==> src/rtl/ksa_shuffle.sv <==
// RC4 key-scheduling swap phase: walks i over 0..255, updates j from s[i] and the key,
// and swaps s[i]/s[j] through a single-port S-RAM with one-cycle read latency.
module ksa_shuffle #(
  parameter int KEY_LEN = 3
) (
  input  logic                 clk,
  input  logic                 reset,
  input  logic                 start,
  input  logic [8*KEY_LEN-1:0] secret_key,
  output logic [7:0]           s_address,
  output logic [7:0]           s_data,
  output logic                 s_write_enable,
  input  logic [7:0]           s_q,
  output logic                 busy,
  output logic                 done
);

  localparam int KW = (KEY_LEN > 1) ? $clog2(KEY_LEN) : 1;
  localparam logic [KW-1:0] KEY_LAST = KW'(KEY_LEN - 1);

  localparam logic [3:0] ST_IDLE    = 4'd0;
  localparam logic [3:0] ST_READ_I  = 4'd1;
  localparam logic [3:0] ST_LATCH_I = 4'd2;
  localparam logic [3:0] ST_READ_J  = 4'd3;
  localparam logic [3:0] ST_LATCH_J = 4'd4;
  localparam logic [3:0] ST_WRITE_I = 4'd5;
  localparam logic [3:0] ST_WRITE_J = 4'd6;
  localparam logic [3:0] ST_INCR    = 4'd7;
  localparam logic [3:0] ST_DONE    = 4'd8;

  logic [3:0]           r_state;
  logic [7:0]           r_i;
  logic [7:0]           r_j;
  logic [7:0]           r_si;
  logic [7:0]           r_sj;
  logic [8*KEY_LEN-1:0] r_key;
  logic [KW-1:0]        r_kidx;
  logic [7:0]           w_key_byte;

  // Key byte k lives in the MSB-first position; a small mux replaces i mod KEY_LEN.
  always_comb begin
    // NOTE: every always_comb output gets a default first so no path can infer a latch.
    w_key_byte = 8'h00;
    for (int k = 0; k < KEY_LEN; k++) begin
      if (r_kidx == KW'(k)) w_key_byte = r_key[8*(KEY_LEN-k)-1 -: 8];
    end
  end

  always_ff @(posedge clk) begin
    // NOTE: state registers use non-blocking assignments so every read sees the pre-edge value.
    if (reset) begin
      r_state <= ST_IDLE;
      r_i     <= 8'h00;
      r_j     <= 8'h00;
      r_si    <= 8'h00;
      r_sj    <= 8'h00;
      r_key   <= '0;
      r_kidx  <= '0;
    end else begin
      case (r_state)
        ST_IDLE, ST_DONE: begin
          if (start) begin
            r_state <= ST_READ_I;
            r_i     <= 8'h00;
            r_j     <= 8'h00;
            r_kidx  <= '0;
            r_key   <= secret_key;
          end
        end
        ST_READ_I:  r_state <= ST_LATCH_I;
        ST_LATCH_I: begin
          r_si    <= s_q;
          r_j     <= r_j + s_q + w_key_byte;
          r_state <= ST_READ_J;
        end
        ST_READ_J:  r_state <= ST_LATCH_J;
        ST_LATCH_J: begin
          r_sj    <= s_q;
          r_state <= ST_WRITE_I;
        end
        ST_WRITE_I: r_state <= ST_WRITE_J;
        ST_WRITE_J: r_state <= ST_INCR;
        ST_INCR: begin
          if (r_i == 8'hFF) begin
            r_state <= ST_DONE;
          end else begin
            r_i     <= r_i + 8'h01;
            r_kidx  <= (r_kidx == KEY_LAST) ? '0 : r_kidx + KW'(1);
            r_state <= ST_READ_I;
          end
        end
        default: r_state <= ST_IDLE;
      endcase
    end
  end

  // RAM bus is decoded from state and registers only; reset forces it quiet immediately.
  always_comb begin
    s_address      = 8'h00;
    s_data         = 8'h00;
    s_write_enable = 1'b0;
    if (!reset) begin
      case (r_state)
        ST_READ_I: s_address = r_i;
        ST_READ_J: s_address = r_j;
        ST_WRITE_I: begin
          s_address      = r_i;
          s_data         = r_sj;
          s_write_enable = 1'b1;
        end
        ST_WRITE_J: begin
          s_address      = r_j;
          s_data         = r_si;
          s_write_enable = 1'b1;
        end
        default: ;
      endcase
    end
  end

  assign busy = (r_state != ST_IDLE) && (r_state != ST_DONE);
  assign done = (r_state == ST_DONE);

endmodule

==> config.mk <==
export PLATFORM = sky130hd
export DESIGN_NAME = ksa_shuffle
export DESIGN_NICKNAME = d
export VERILOG_FILES = /design/src/rtl/ksa_shuffle.sv
export SDC_FILE = /design/constraint.sdc
export NUM_CORES = 1
export LEC_CHECK = 0
export BUFFER_PORTS_ARGS = -buffer_cell sky130_fd_sc_hd__buf_2
export CORE_MARGIN = 5
export CORE_UTILIZATION = 56
export CTS_CLUSTER_SIZE = 24
export DETAILED_ROUTE_END_ITERATION = 16
export GPL_TIMING_DRIVEN = 0
export PLACE_DENSITY = 0.79
export SLEW_MARGIN = 10
export SYNTH_ARGS = -nofsm -noshare
export SYNTH_HDL_FRONTEND = slang
export SYNTH_SLANG_ARGS = --single-unit
==> constraint.sdc <==
create_clock -name clk -period 3.95 [get_ports clk]
set_input_delay 0.1975 -clock clk [delete_from_list [all_inputs] [get_ports clk]]
set_output_delay 0.1975 -clock clk [all_outputs]
set_load 0.01 [all_outputs]
==> impl_metrics.toml, run 1 <==
[timing]
fin_ws_ps = 682
finalMaxSlewViolations = 0
tightest_slew_ps = 795
hold_viol = 0
fmax_ghz = 0.306
period_needed_ps = 3270
rsz0062_at_grt = "false"
finalCritPeriodShare_pct = 82.7
finalSetupTns_ps = 0
maxSlewHeadroom_pct = 46.3
worst_clock_skew_ps = 6.72
setup_viol = 0

[drt]
firstDrtPassIters = 4
wl_per_cell_um = 15.0
drt_iter0_markers = 183
wirelength_mm = 8.16
routed_via_density = 5.47
vias = 2975
antenna_left = 0
drc = 0

[pwr]
pwr_density_cell_nw_per_um2 = 566
peakVddDrop_mv = 0.302
leakagePower_nw = 1.48

[floorplan]
die_w_um = 85.9
die_h_um = 85.9
die-area_um2 = 7370
num_io_pins = 54
start_util_pct = 58.2
num_rows = 27
core_um2 = 5540

[global_route]
grt_max_degree = 11
grt_use_met1_pct = 27.5
grt_pass1_vias = 2851
antenna_found_initial = 0
grt_overflow = 0
gr-max-usage-layer = "met2"
met2_usage_pct = 39.1
grt_pass1_wl_mm = 13.1
grt_use_met3_pct = 4.03
grt_usage_pct = 22.7

[worst_setup_path]
r2r_cells = 12
worstPathArrival_ps = 3540
worstSetupPathType = "flop to flop"
path_max_fanout = 10
critPathCaptureType = "flop"
crit_required_ps = 4220
start_kind = "flop"

[clocking]
clk_path_buf_depth = 2
h-tree-depth = 3
cts_buffers = 9
cts_sinks = 62
cts_root_buffer = "clkbuf_8"
insertion_delay_ps = 330
cts_hold_buf = 0
cts_resized = 0
post_cts_buffers = 0
tritoncts = "done"
clk_pin_slew_worst_paths_ps = 70

[synth]
synth_cell_type_count = 54
yosys.area_share.adder_pct = 7.69
yosys.area_share.xor_xnor_pct = 2.72
synth_nets = 453
synth_compound_gate_area_share_pct = 18.9
synth-seq-cells = 62
async_flop_share_pct = 0
synth_top_family_by_area = "simple AND/OR/NAND/NOR gates"
synth_ff_type = "dfxtp_1"
synth_edf_count = 0
avgSynthCellArea_um2 = 7.99
syn-instance-count = 403
yosys.area_share.simple_pct = 23.8
netlist_area_um2 = 3220
synthMuxAreaShare_pct = 3.11
ys_warn_count = 0
synth-seq-area-share_pct = 38.5

[worst_hold_path]
min_path_type = "input pin to flop"
whs_path_depth = 3

[final_layout]
fin_cells = 544
fillers = 487
fin_nets = 517
final_layout_size_suffix_gt1_share_pct = 18.6
syn_to_final_growth_pct = 16.7
final_util_pct = 67.8
multi_input_area_um2 = 1810
regArea_um2 = 1240
antenna_cells = 0

[place]
dp_hpwl_mm = 6.05
gp_congestion = 0.890
dp.cells = 528
place.port_buffers = 53
pre_cts_slack_ps = 739

[outcome]
status = "finished, final reports clean"

[run]
drv_cap = 0
==> state kept, by name (all words and copies together), names as in the netlist <==
signal   cells
r_state      4
r_kidx       2
r_si         8
r_j          8
r_i          8
r_sj         8
r_key       24
==> synthesized netlist by cell type (3+ instances only) <==
library cell  instances  area, um2
o21ai_0               3       15.0
a22oi_1              16        120
a21oi_1              52        260
mux2i_1              10        100
nand3_1              10       50.1
clkbuf_1             15       56.3
nor3_1                4       20.0
inv_1                 8       30.0
nor2_1               36        135
ha_1                  7       87.6
o22ai_1               7       43.8
fa_1                  8        160
nand2_1             102        383
buf_2                 6       30.0
dfxtp_1              62       1240
buf_4                 3       22.5
xnor2_1               8       70.1
==> layer usage <==
metal | share of wire (%) | vias up
met5 | 0 | -
met4 | 1.7 | 0
met3 | 5.4 | 13
met2 | 49 | 80
met1 | 44 | 1383
li1 | - | 1499
==> cell type report <==
class                      instances  share of cell area (%)
tap                               72                    2.40
multi-input combinational        305                    48.2
inverter                           8                   0.799
clock buffer                      11                    3.50
clock inverter                     5                    1.33
sequential                        62                    33.0
buffer                            28                    3.70
timing repair buffer              53                    7.06
==> cell usage in the layout, fill, tap and decap left out, types with 3 or more instances in the layout <==
master,n
nand2_1,102
dfxtp_1,62
buf_2,59
a21oi_1,52
nor2_1,36
clkbuf_1,17
a22oi_1,16
mux2i_1,10
nand3_1,10
clkbuf_8,9
inv_1,8
xnor2_1,8
fa_1,8
o22ai_1,7
ha_1,7
nor3_1,4
clkinv_2,4
buf_4,3
o21ai_0,3
==> final timing paths <==
kind,start,endpoint,slack [ps]
max reg2reg,r_kidx[0],r_j[7],680
max,r_kidx[0],r_j[7],680
min,secret_key[14],r_key[14],90
min reg2reg,r_key[4],r_key[4],460
==> critical path, cell delays in order, from the launching register on <==
cell and delay, ps:
dfxtp_1 310, clkbuf_1 350, clkbuf_1 360, o22ai_1 200, fa_1 470, ha_1 240
inv_1 70, fa_1 180, nor2b_1 70, o31ai_1 310, a21oi_1 140, or4_1 420
nand3_1 80
==> cell families (layout without fill, tap and decap cells) <==
group	Yosys count	after routing
buffers and inverters	36	105
DFF	62	62
and+or+nand+nor	174	174
AOI/OAI and AO/OA	96	96
xor gates and xnor gates	10	10
muxes	10	10
adders and majority gates	15	15
==> metrics by stage <==
stage	total power (W)	instance area [um2]	hold slack, ps
2_1_floorplan	0.00139	3220	281
3_3_place_gp	0.00157	3580	438
3_5_place_dp	0.00160	3580	443
4_1_cts	0.00212	3760	93.1
5_1_grt	0.00227	3760	91.2
6_report	0.00213	3760	94.7
==> where the power goes <==
part	internal [W]	total, W	switching, W
Sequential	0.000737	0.000807	0.0000700
Clock	0.000288	0.000531	0.000244
Combinational	0.000302	0.000788	0.000486
Total	0.00133	0.00213	0.000799
(Power assumes the default switching activity.)
==> run 2, diff against run 1 <==
Settings changed: ABC_AREA from default to 1, CORE_UTILIZATION 56 to 51, PLACE_DENSITY 0.79 to 0.76.
Clock period 3.95 ns to 2.9 ns, I/O delays scaled along.
==> impl_metrics.toml, run 2 <==
[drt]
firstDrtPassIters = 5
wl_per_cell_um = 14.3
routed_via_density = 5.43
antenna_left = 0
drc = 0
drt_iter0_markers = 211
vias = 3316
wirelength_mm = 8.73

[final_layout]
syn_to_final_growth_pct = 16.8
multi_input_area_um2 = 1800
final_common_cell = "nand2_1"
regArea_um2 = 1240
antenna_cells = 0
top_register = "r_key"
most-common-layout-cells = "nand2_1, a21oi_1, dfxtp_1"
final_layout_size_suffix_gt1_share_pct = 17.8
largest_register_ffs = 24
fin_nets = 579
fillers = 631

[global_route]
antenna_found_initial = 0
grt_usage_pct = 22.2
grt_max_degree = 11
grt_overflow = 0
grt_pass1_vias = 3139
grt_pass1_wl_mm = 14.9

[synth]
synth_cell_type_count = 35
synth_ff_type = "dfxtp_1"
yosysTopAreaCellShare_pct = 37.5
yosysMostFrequentCell = "nand2_1"
synthTopCellsByArea = "dfxtp_1, nand2_1, a21oi_1, nand3_1, inv_1"
synth_nets = 517
avgSynthCellArea_um2 = 7.08
synth-seq-cells = 62
netlist_area_um2 = 3310
synth_edf_count = 0
syn-instance-count = 467
synth.largest_area_cell = "dfxtp_1"
synthTopCellsByCount = "nand2_1, a21oi_1, dfxtp_1, inv_1, nand3_1"
synth-seq-area-share_pct = 37.5
ys_warn_count = 0
async_flop_share_pct = 0

[timing]
tightest_slew_ps = 983
maxSlewHeadroom_pct = 34.0
period_needed_ps = 2660
finalCritPeriodShare_pct = 91.7
holdWs_ps = 78.2
fmax_ghz = 0.376
hold_viol = 0
setup_viol = 0
finalSetupTns_ps = 0
rsz0062_at_grt = "false"
finalMaxSlewViolations = 0
worst_clock_skew_ps = 4.33

[clocking]
clk_pin_slew_worst_paths_ps = 70
h-tree-depth = 3
post_cts_buffers = 0
cts_buffers = 9
insertion_delay_ps = 330
tritoncts = "done"
cts_root_buffer = "clkbuf_8"
cts_sinks = 62
clk_path_buf_depth = 2

[pwr]
clkPwrFrac_pct = 30.8
p_seq_share_pct = 42.6
pwr_density_cell_nw_per_um2 = 594
p_switching_w = 0.000770
switching_share_pct = 33.6
leakagePower_nw = 1.64
p_int_w = 0.00152
peakVddDrop_mv = 0.359
combPwrFrac_pct = 26.6

[floorplan]
num_io_pins = 54
die-area_um2 = 8200
core_um2 = 6310
die_h_um = 90.5
num_rows = 29
start_util_pct = 52.4
die_w_um = 90.5

[worst_setup_path]
worstPathArrival_ps = 2860
crit_required_ps = 3100
critPathCaptureType = "flop"
worstSetupPathType = "flop to flop"
start_kind = "flop"
path_max_fanout = 7

[worst_hold_path]
min_path_type = "input pin to flop"

[outcome]
status = "finished, final reports clean"

[run]
drv_cap = 0

[place]
dp_hpwl_mm = 6.66
place.port_buffers = 51
gp_congestion = 0.942
-- run 2: area by class of cell --
type | count | area share [%]
Timing Repair Buffer | 51 | 6.60
Sequential cell | 62 | 32.1
Inverter | 51 | 4.99
Tap cell | 77 | 2.49
Multi-Input combinational cell | 336 | 46.7
Clock inverter | 3 | 0.453
Clock buffer | 13 | 4.37
Buffer | 18 | 2.27
-- run 2: worst max-delay path: stages, from the launching register on --
cell	delay (ps)
dfxtp_1	400
inv_1	140
nor2_4	180
nand2_1	100
o211ai_1	160
fa_1	470
ha_1	360
nand2_1	80
nand2_1	70
o21bai_1	170
or2_2	270
nand3_1	70
a21oi_1	60
-- run 2: logic make-up after synthesis --
logic type / Yosys count / share of synthesized area, %
and+or+nand+nor: 213 / 28.4
AOI/OAI and AO/OA: 106 / 17.6
buffers and inverters: 69 / 8.47
DFF: 62 / 37.5
adders and majority gates: 15 / 7.49
xor gates and xnor gates: 2 / 0.530
-- run 2: worst paths after layout --
kind / start / to / slack [ps] / depth (start not counted)
max: r_kidx[1] / r_j[5] / 240 / 12
min: secret_key[7] / r_key[7] / 80 / 3
max reg2reg: r_kidx[1] / r_j[5] / 240 / 12
min reg2reg: r_key[16] / r_key[16] / 460 / 2
-- run 2: power groups by stage --
stage | Sequential (W) | Clock [W] | Combinational, W
2_1_floorplan | 0.000978 | 0 | 0.000448
3_3_place_gp | 0.000991 | 0 | 0.000577
3_5_place_dp | 0.000993 | 0 | 0.000597
4_1_cts | 0.000973 | 0.000721 | 0.000600
5_1_grt | 0.000987 | 0.000767 | 0.000696
6_report | 0.000977 | 0.000707 | 0.000610
-- run 2: repair_timing --
item / 4_1_cts / 5_1_grt
hold endpoints to repair: 0 / 0
setup endpoints to repair: 0 / 5
hold buffers: 0 / 0
resized for setup: 0 / 7
-- run 2: metrics by stage --
stage          worst slack (ps)  instances  instance area [um2]  utilization, %  total power [W]
2_1_floorplan               480        467                 3310               -          0.00143
3_3_place_gp                161        595                 3660            58.0          0.00157
3_5_place_dp                104        595                 3660            58.0          0.00159
4_1_cts                    92.8        611                 3850            60.9          0.00229
5_1_grt                    28.9        611                 3860            61.2          0.00245
6_report                    240        611                 3860            61.2          0.00230
-- run 2: metal layers --
metal	wire length [um]	up-vias	track usage, %
met5	0	-	0
met4	218	0	7.44
met3	592	24	5.83
met2	4120	130	35.4
met1	3800	1504	29.1
li1	-	1658	-
==> run 3, diff against run 2 <==
Settings changed: CORE_MARGIN 5 to 10.
==> impl_metrics.toml, run 3 (synthesis gave the netlist of run 2 again) <==
[final_layout]
syn_to_final_growth_pct = 17.9
most-common-layout-cells = "nand2_1, a21oi_1, dfxtp_1"
final_layout_size_suffix_gt1_share_pct = 17.8
largest_register_ffs = 24
fin_nets = 579
fillers = 609
antenna_cells = 0
top_register = "r_key"
final_common_cell = "nand2_1"

[worst_setup_path]
worstPathArrival_ps = 2920
critPathCaptureType = "flop"
path_max_fanout = 7
start_kind = "flop"
crit_required_ps = 3100
worstSetupPathType = "flop to flop"

[clocking]
post_cts_buffers = 0
cts_buffers = 9
insertion_delay_ps = 350
h-tree-depth = 3
cts_root_buffer = "clkbuf_8"
cts_sinks = 62
cts_resized = 0
tritoncts = "done"
clk_pin_slew_worst_paths_ps = 70
clk_path_buf_depth = 2
cts_hold_buf = 0

[global_route]
grt_max_degree = 11
grt_usage_pct = 17.6
antenna_found_initial = 0
grt_overflow = 0
grt_pass1_vias = 3136
grt_pass1_wl_mm = 14.5

[floorplan]
die_h_um = 101
start_util_pct = 52.4
die_w_um = 101
num_rows = 29
num_io_pins = 54
core_um2 = 6310
die-area_um2 = 10100

[drt]
drt_iter0_markers = 204
routed_via_density = 5.42
wirelength_mm = 8.83
firstDrtPassIters = 5
drc = 0
wl_per_cell_um = 14.5
vias = 3312
antenna_left = 0

[timing]
setup_viol = 0
hold_viol = 0
fin_ws_ps = 181
tightest_slew_ps = 867
finalCritPeriodShare_pct = 93.7
maxSlewHeadroom_pct = 41.7
rsz0062_at_grt = "false"
fmax_ghz = 0.368
worst_clock_skew_ps = 7.75
finalSetupTns_ps = 0
period_needed_ps = 2720
finalMaxSlewViolations = 0

[place]
pre_cts_slack_ps = 125
dp_hpwl_mm = 6.80
place.port_buffers = 51
gp_congestion = 0.915

[run]
drv_cap = 0

[outcome]
status = "finished, final reports clean"

[pwr]
peakVddDrop_mv = 0.421
leakagePower_nw = 1.66
pwr_density_cell_nw_per_um2 = 618
power_w = 0.00241

[worst_hold_path]
min_path_type = "input pin to flop"
[run 3: changes by cell type in the layout (fill, tap and decap cells not counted), sizes merged]
cell / before / now
bufinv: 0 / 1
clkinvlp: 1 / 0
[run 3: where the power goes]
group | internal (W) | leakage, nW | switching (W)
Sequential | 0.000924 | 0.506 | 0.0000528
Clock | 0.000488 | 0.115 | 0.000342
Combinational | 0.000221 | 1.04 | 0.000382
Total | 0.00163 | 1.66 | 0.000777
[run 3: layout make-up]
class	instances	area (um2)	share of cell area, %
repair buffers	51	255	6.55
multi-input cells	336	1810	46.3
well taps	77	96.3	2.47
clock buffers	13	179	4.59
inverters	51	193	4.94
plain buffers	18	87.6	2.25
flip-flops and latches	62	1240	31.8
clock inverters	3	40.0	1.03
[run 3: critical path, cell delays in order, from the launching register on]
cell and delay (ps):
dfxtp_1 370, nor2_1 260, inv_2 120, o211ai_1 260
fa_1 460, ha_1 240, inv_1 90, fa_1 260
o21bai_1 120, or2_2 290, nand3_1 70, a21oi_1 60
[run 3: metal layers]
layer	global-route usage (%)	wire, um
met5	0	0
met2	28.0	4140
met1	21.6	3760
met4	8.48	242
met3	4.32	681
[run 3: per-stage QoR]
step	cells	area, um2	hold slack (ps)	util, %
2_1_floorplan	467	3310	280	-
3_3_place_gp	595	3660	422	58.0
3_5_place_dp	595	3660	425	58.0
4_1_cts	611	3880	59.2	61.4
5_1_grt	611	3900	77.5	61.8
6_report	611	3900	65.7	61.8
[run 3: worst paths after layout]
kind	from	endpoint	slack, ps	cells past startpoint
max	r_kidx[0]	r_j[5]	180	11
min	secret_key[14]	r_key[14]	70	3
min reg2reg	r_key[20]	r_key[20]	460	2
max reg2reg	r_kidx[0]	r_j[5]	180	11
